==> config.mk <==
export PLATFORM = sky130hd
export DESIGN_NAME = mem_bus_controller
export DESIGN_NICKNAME = d
export VERILOG_FILES = /design/src/rtl/mem_bus_pkg.sv /design/src/rtl/mem_bus_controller.sv
export SDC_FILE = /design/constraint.sdc
export NUM_CORES = 1
export LEC_CHECK = 0
export ABC_AREA = 1
export BUFFER_PORTS_ARGS = -buffer_cell sky130_fd_sc_hd__buf_2
export CORE_ASPECT_RATIO = 0.8
export CORE_UTILIZATION = 35
export CTS_BUF_LIST = sky130_fd_sc_hd__clkbuf_8
export DETAILED_ROUTE_END_ITERATION = 12
export PLACE_DENSITY = 0.55
export REMOVE_ABC_BUFFERS = 1
export SYNTH_ARGS = -nofsm -noshare
export SYNTH_HDL_FRONTEND = slang
export SYNTH_SLANG_ARGS = --single-unit
export TNS_END_PERCENT = 5
==> constraint.sdc <==
create_clock -name clk -period 3.16 [get_ports clk]
set_clock_uncertainty 0.2 [all_clocks]
set_input_delay 0.158 -clock clk [delete_from_list [all_inputs] [get_ports clk]]
set_output_delay 0.158 -clock clk [all_outputs]
set_load 0.01 [all_outputs]
==> src/rtl/mem_bus_pkg.sv <==
// Shared definitions for the line-to-word memory bus controller: state
// encoding, word size and line offset derivation.
package mem_bus_pkg;

   localparam int WORD_BYTES = 4;

   // state    | meaning
   // ST_IDLE  | ready for a new line request
   // ST_WAIT  | memory latency countdown before the first beat
   // ST_XFER  | one word per cycle, beat 0 .. WORDS_PER_LINE-1
   // ST_DONE  | one-cycle completion pulse
   typedef logic [1:0] state_t;
   localparam state_t ST_IDLE = 2'd0;
   localparam state_t ST_WAIT = 2'd1;
   localparam state_t ST_XFER = 2'd2;
   localparam state_t ST_DONE = 2'd3;

   // Number of byte-address bits covered by one cache line.
   function automatic int line_off_bits(input int words_per_line);
      return $clog2(words_per_line * WORD_BYTES);
   endfunction

endpackage

==> src/rtl/mem_bus_controller.sv <==
// Line-granular request to word-by-word main-memory sequencer.
// Optional line counters are enabled with the macro MEM_BUS_STATS_EN.
//
// state    | meaning
// ST_IDLE  | req_ready high, waiting for req_valid
// ST_WAIT  | down-counting LATENCY cycles, mem_we low
// ST_XFER  | driving mem_addr = base + 4*beat, write or capture a word
// ST_DONE  | resp_valid pulse, resp_rdata holds the last completed fill
module mem_bus_controller
   import mem_bus_pkg::*;
#(
   parameter int ADDR_W         = 32,
   parameter int DATA_W         = 32,
   parameter int WORDS_PER_LINE = 4,
   parameter int LATENCY        = 4
)(
   input  logic                             clk,
   input  logic                             reset,
   input  logic                             req_valid,
   output logic                             req_ready,
   input  logic                             req_write,
   input  logic [ADDR_W-1:0]                req_addr,
   input  logic [DATA_W*WORDS_PER_LINE-1:0] req_wdata,
   output logic                             resp_valid,
   output logic [DATA_W*WORDS_PER_LINE-1:0] resp_rdata,
   output logic [ADDR_W-1:0]                mem_addr,
   output logic                             mem_we,
   output logic [DATA_W-1:0]                mem_wdata,
   input  logic [DATA_W-1:0]                mem_rdata
`ifdef MEM_BUS_STATS_EN
   ,
   output logic [15:0]                      rd_lines,
   output logic [15:0]                      wr_lines
`endif
);

   localparam int LINE_W   = DATA_W * WORDS_PER_LINE;
   localparam int OFF_BITS = line_off_bits(WORDS_PER_LINE);
   localparam int BEAT_W   = (WORDS_PER_LINE > 1) ? $clog2(WORDS_PER_LINE) : 1;
   localparam int CNT_W    = (LATENCY > 1) ? $clog2(LATENCY) : 1;

   localparam logic [ADDR_W-1:0] BASE_MASK = ~((ADDR_W'(1) << OFF_BITS) - ADDR_W'(1));
   localparam logic [BEAT_W-1:0] LAST_BEAT = BEAT_W'(WORDS_PER_LINE - 1);
   localparam logic [CNT_W-1:0]  WAIT_LOAD = CNT_W'((LATENCY > 0) ? LATENCY - 1 : 0);

   state_t              state;
   logic                wr_q;
   logic                accept;
   logic [ADDR_W-1:0]   base_q;
   logic [BEAT_W-1:0]   beat;
   logic [CNT_W-1:0]    wait_cnt;
   // Holds the write-back data, or the fill being assembled; resp_rdata is
   // only updated once a fill completes so it stays stable meanwhile.
   logic [LINE_W-1:0]   line_buf;
   logic [LINE_W-1:0]   line_next;

   assign accept     = req_valid & req_ready;
   assign req_ready  = (state == ST_IDLE);
   assign resp_valid = (state == ST_DONE);
   assign mem_we     = (state == ST_XFER) & wr_q;
   assign mem_wdata  = mem_we ? line_buf[beat*DATA_W +: DATA_W] : '0;

   // Line buffer with the current beat's read word merged in.
   always_comb begin
      line_next = line_buf;
      line_next[beat*DATA_W +: DATA_W] = mem_rdata;
   end

   // Request FSM, latency timer, beat counter and line assembly.
   always_ff @(posedge clk) begin
      if (reset) begin
         state      <= ST_IDLE;
         wr_q       <= 1'b0;
         base_q     <= '0;
         beat       <= '0;
         wait_cnt   <= '0;
         line_buf   <= '0;
         resp_rdata <= '0;
         mem_addr   <= '0;
      end else begin
         case (state)
            ST_IDLE: begin
               if (accept) begin
                  base_q   <= req_addr & BASE_MASK;
                  wr_q     <= req_write;
                  line_buf <= req_wdata;
                  beat     <= '0;
                  wait_cnt <= WAIT_LOAD;
                  if (LATENCY == 0) begin
                     state    <= ST_XFER;
                     mem_addr <= req_addr & BASE_MASK;
                  end else begin
                     state <= ST_WAIT;
                  end
               end
            end
            ST_WAIT: begin
               if (wait_cnt == '0) begin
                  state    <= ST_XFER;
                  mem_addr <= base_q;
               end else begin
                  wait_cnt <= wait_cnt - CNT_W'(1);
               end
            end
            ST_XFER: begin
               if (!wr_q) begin
                  line_buf <= line_next;
               end
               if (beat == LAST_BEAT) begin
                  state <= ST_DONE;
                  if (!wr_q) begin
                     resp_rdata <= line_next;
                  end
               end else begin
                  beat     <= beat + BEAT_W'(1);
                  mem_addr <= mem_addr + ADDR_W'(WORD_BYTES);
               end
            end
            ST_DONE: begin
               state <= ST_IDLE;
            end
            default: begin
               state <= ST_IDLE;
            end
         endcase
      end
   end

`ifdef MEM_BUS_STATS_EN
   // Saturating completed-line counters, bumped in the DONE cycle.
   always_ff @(posedge clk) begin
      if (reset) begin
         rd_lines <= '0;
         wr_lines <= '0;
      end else if (state == ST_DONE) begin
         if (wr_q) begin
            if (wr_lines != 16'hFFFF) wr_lines <= wr_lines + 16'd1;
         end else begin
            if (rd_lines != 16'hFFFF) rd_lines <= rd_lines + 16'd1;
         end
      end
   end
`endif

endmodule

==> key figures <==
Outcome
  • Status: completed

Route
  • Sum of routed wire length over all layers: 69.5 mm
  • Vias/cell: 5.12
  • Via count: 19600
  • DRT Pass-1 Iters: 5
  • Initial DRC count: 1690
  • DRC violations left: 0
  • Detail Route Antenna Nets: 0
  • Routed length per placed instance: 18.2 um

Global routing
  • GRT Resource Usage Total: 27.9%
  • Via count of the first global-routing pass: 18700
  • Grt total ovfl: 0
  • M2 GR Usage: 44.0%
  • First-pass GRT wire length: 106 mm
  • Peak-usage layer in the global routing report: met2
  • Met1 layer usage reported by global route: 38.1%
  • Routing usage on met3: 4.98%
  • Maximum number of pins on one net before global-route repair: 160
  • Number of antenna violations at the first check in global routing: 2

Yosys
  • Synthesized flop and latch total: 321
  • Largest cells by area after synthesis: dfxtp_1 39%, o21ai_0 11%, nand2_1 11%
  • Number of warnings reported in the yosys synthesis log: 0
  • Top cell type by total area after synthesis: dfxtp_1
  • Syn avg cell area: 6.52 um^2
  • Synth top area share: 39.0%
  • Synth top cells by count: 469 x nand2_1, 447 x inv_1, 365 x o21ai_0
  • Count of flip-flops with a built-in enable after synthesis: 0
  • Mapped Area: 16500 um^2
  • Most used flip-flop cell after synthesis: dfxtp_1
  • Cell with the most instances after synthesis: nand2_1
  • Register area share after synthesis: 39.0%
  • Post-Synthesis Cells: 2529
  • Number of distinct standard cells referenced by the synthesized netlist: 28
  • Share of flip-flops with an asynchronous set or reset after synthesis: 0%

Worst hold path
  • Worst Hold Class: reg2reg

Timing
  • Final number of setup-violating endpoints: 0
  • Hold violation count in the final report: 0
  • Worst Setup Slack, final: 0.143 ns
  • Relative slew slack: 41.7%
  • Highest Clock Rate: 0.331 GHz
  • Worst-Margin Slew: 0.874 ns
  • Final worst path period share: 95.5%
  • Min Clock Period, post-route: 3.02 ns
  • Max-slew violation count: 0
  • Unrepaired setup endpoints after global routing: false

Critical path
  • Data arrival, critical path: 3.42 ns
  • Endpoint type of the worst setup path: register
  • Cell with the largest stage delay on the worst path: dlygate4sd3_1
  • Worst Setup Start Kind: register
  • Biggest cell delay along the critical path: 0.58 ns
  • Critical path type: reg2reg
  • Maximum fanout along the worst path: 21
  • Worst Path Buf+Inv: 4
  • Cell chain of the critical path: inv_2 -> ha_1 -> inv_1 -> nor2_1 -> nand2_2 -> buf_12 -> o22ai_1 -> nand2_1 -> a31oi_1 -> dlygate4sd3_1
  • Cell family with most CP delay: buffers and inverters
  • Worst endpoint required time: 3.57 ns

Floorplan
  • X dimension of the die: 245 um
  • Core Region: 46100 um^2
  • Number of rows in the core area: 70
  • Die Area: 48000 um^2
  • Chip Height: 196 um
  • I/O pins: 391
  • Starting density of the core: 35.8%

Flow run
  • Number of violations of the max-capacitance limit: 0

Finish
  • Fraction of layout instances using a drive strength above 1: 16.7%
  • Number of nets in the finished design: 3379
  • Fillers: 4596
  • Synth-to-layout area growth: 43.6%

Clock network
  • CTS tree: yes
  • Clk sink count: 321
  • Count of H-tree levels built during CTS: 2
  • Clock Latency Late Sink: 0.67 ns
  • Clock tree root buffer cell: clkbuf_8
  • Clock-pin slew on the worst setup and hold paths: 0.07 ns
  • Clock tree buffer depth: 3
  • Cts bufs inserted: 57

Pwr
  • Worst-case vdd ir drop: 0.496 mV
  • Overall power of the completed layout: 18.4 mW
  • Leak: 11.0 nW
  • Power density of the placed cells: 778 nW/um^2

Placed design
  • Half-perimeter wire length of the detailed placement result: 40.4 mm
  • Placement Setup Slack: 0.662 ns
  • Routability congestion estimate: 0.941
  • I/O Buffers: 384
state kept, by name (all words and copies together), names as in the netlist:
| signal | cells |
|---|---|
| line_buf | 128 |
| resp_rdata | 128 |
| mem_addr | 30 |
| base_q | 28 |
| beat | 2 |
| state | 2 |
| wait_cnt | 2 |
| wr_q | 1 |
cell type report:
type                            count  area [um^2]  share of cell area (%)
Antenna cell                        1         2.50                  0.0106
Clock buffer                       79         1090                    4.59
Clock inverter                     26          146                   0.618
Inverter                          451         1700                    7.18
Multi-Input combinational cell   1559         7590                    32.0
Sequential cell                   321         6430                    27.2
Tap cell                          612          766                    3.23
Timing Repair Buffer              781         5960                    25.2
per-layer routing:
metal  vias up  wire length, um  share of wire (%)
li1       9603                -                  -
met1      8945            30600                 44
met2       916            30600                 44
met3       148             6200                8.9
met4         2             2050                2.9
met5         -               13              0.019
path summary, 6_finish.rpt:
kind / start / to / slack [ns] / cells past startpoint
max: beat[0] / line_buf[37] / 0.14 / 10
min: base_q[13] / base_q[13] / 0.25 / 2
max reg2reg: beat[0] / line_buf[37] / 0.14 / 10
min reg2reg: base_q[13] / base_q[13] / 0.25 / 2
where the power goes:
part / internal [mW] / switching [mW] / leakage [nW] / total [mW]
clock: 2.30 / 1.91 / 0.704 / 4.21
sequential: 5.02 / 0.605 / 2.63 / 5.63
combinational: 3.42 / 5.16 / 7.62 / 8.57
total: 10.7 / 7.67 / 11.0 / 18.4
worst reg2reg max path: cells and delay by family, from the launching register on:
family / cells / cell delay [ns]
fa+ha+maj: 1 / 0.31
buf+inv: 4 / 1.03
simple gates: 3 / 0.67
compound gates: 2 / 0.40
flops: 1 / 0.37
through the flow:
| step | utilization (%) | hold slack, ns | area [um^2] | setup TNS [ns] | instances |
|---|---|---|---|---|---|
| floorplan | - | 0.0271 | 15700 | -1566.97 | 2331 |
| global placement | 40.9 | 0.209 | 18800 | 0 | 3367 |
| detailed placement | 40.9 | 0.224 | 18800 | 0 | 3367 |
| CTS | 51.3 | 0.252 | 23600 | 0 | 3826 |
| global route | 51.4 | 0.279 | 23700 | 0 | 3829 |
| finish | 51.4 | 0.250 | 23700 | 0 | 3830 |
cell usage in the layout (no fill, tap or decap), types with 2 or more instances in the layout:
| cell | n |
|---|---|
| dfxtp_1 | 319 |
| buf_12 | 11 |
| buf_6 | 3 |
| conb_1 | 2 |
| nand2_1 | 467 |
| nor2_1 | 65 |
| o31ai_1 | 4 |
| o21ai_1 | 42 |
| ha_1 | 8 |
| ha_4 | 2 |
| buf_2 | 383 |
| clkbuf_8 | 79 |
| nand3_1 | 60 |
| clkinv_2 | 8 |
| a21oi_1 | 296 |
| o21ai_0 | 365 |
| a31oi_1 | 128 |
| nand3_2 | 2 |
| dlygate4sd3_1 | 354 |
| ha_2 | 2 |
| inv_2 | 4 |
| nor3_1 | 5 |
| inv_6 | 2 |
| inv_1 | 459 |
| buf_4 | 29 |
| nand2_2 | 2 |
| o22ai_1 | 101 |
| and2_1 | 2 |
what timing repair did:
| action | 4_1_cts | 5_1_grt |
|---|---|---|
| hold endpoints to repair | 313 | 0 |
| resized for setup | 0 | 4 |
| endpoints found under the setup margin | 0 | 47 |
| hold buffers | 354 | 0 |
| setup buffers | 0 | 2 |
kinds of logic (layout without fill, tap and decap cells):
| group | Yosys count | in the layout | synth area share, % |
|---|---|---|---|
| simple gates | 607 | 607 | 14.4 |
| compound gates | 938 | 938 | 30.3 |
| flops | 321 | 321 | 39.0 |
| fa+ha+maj | 12 | 12 | 0.911 |
| other cells | 1 | 3 | 0.0227 |
| buf+inv | 650 | 1337 | 15.4 |
Note: power is estimated with default switching activity, not from simulation.
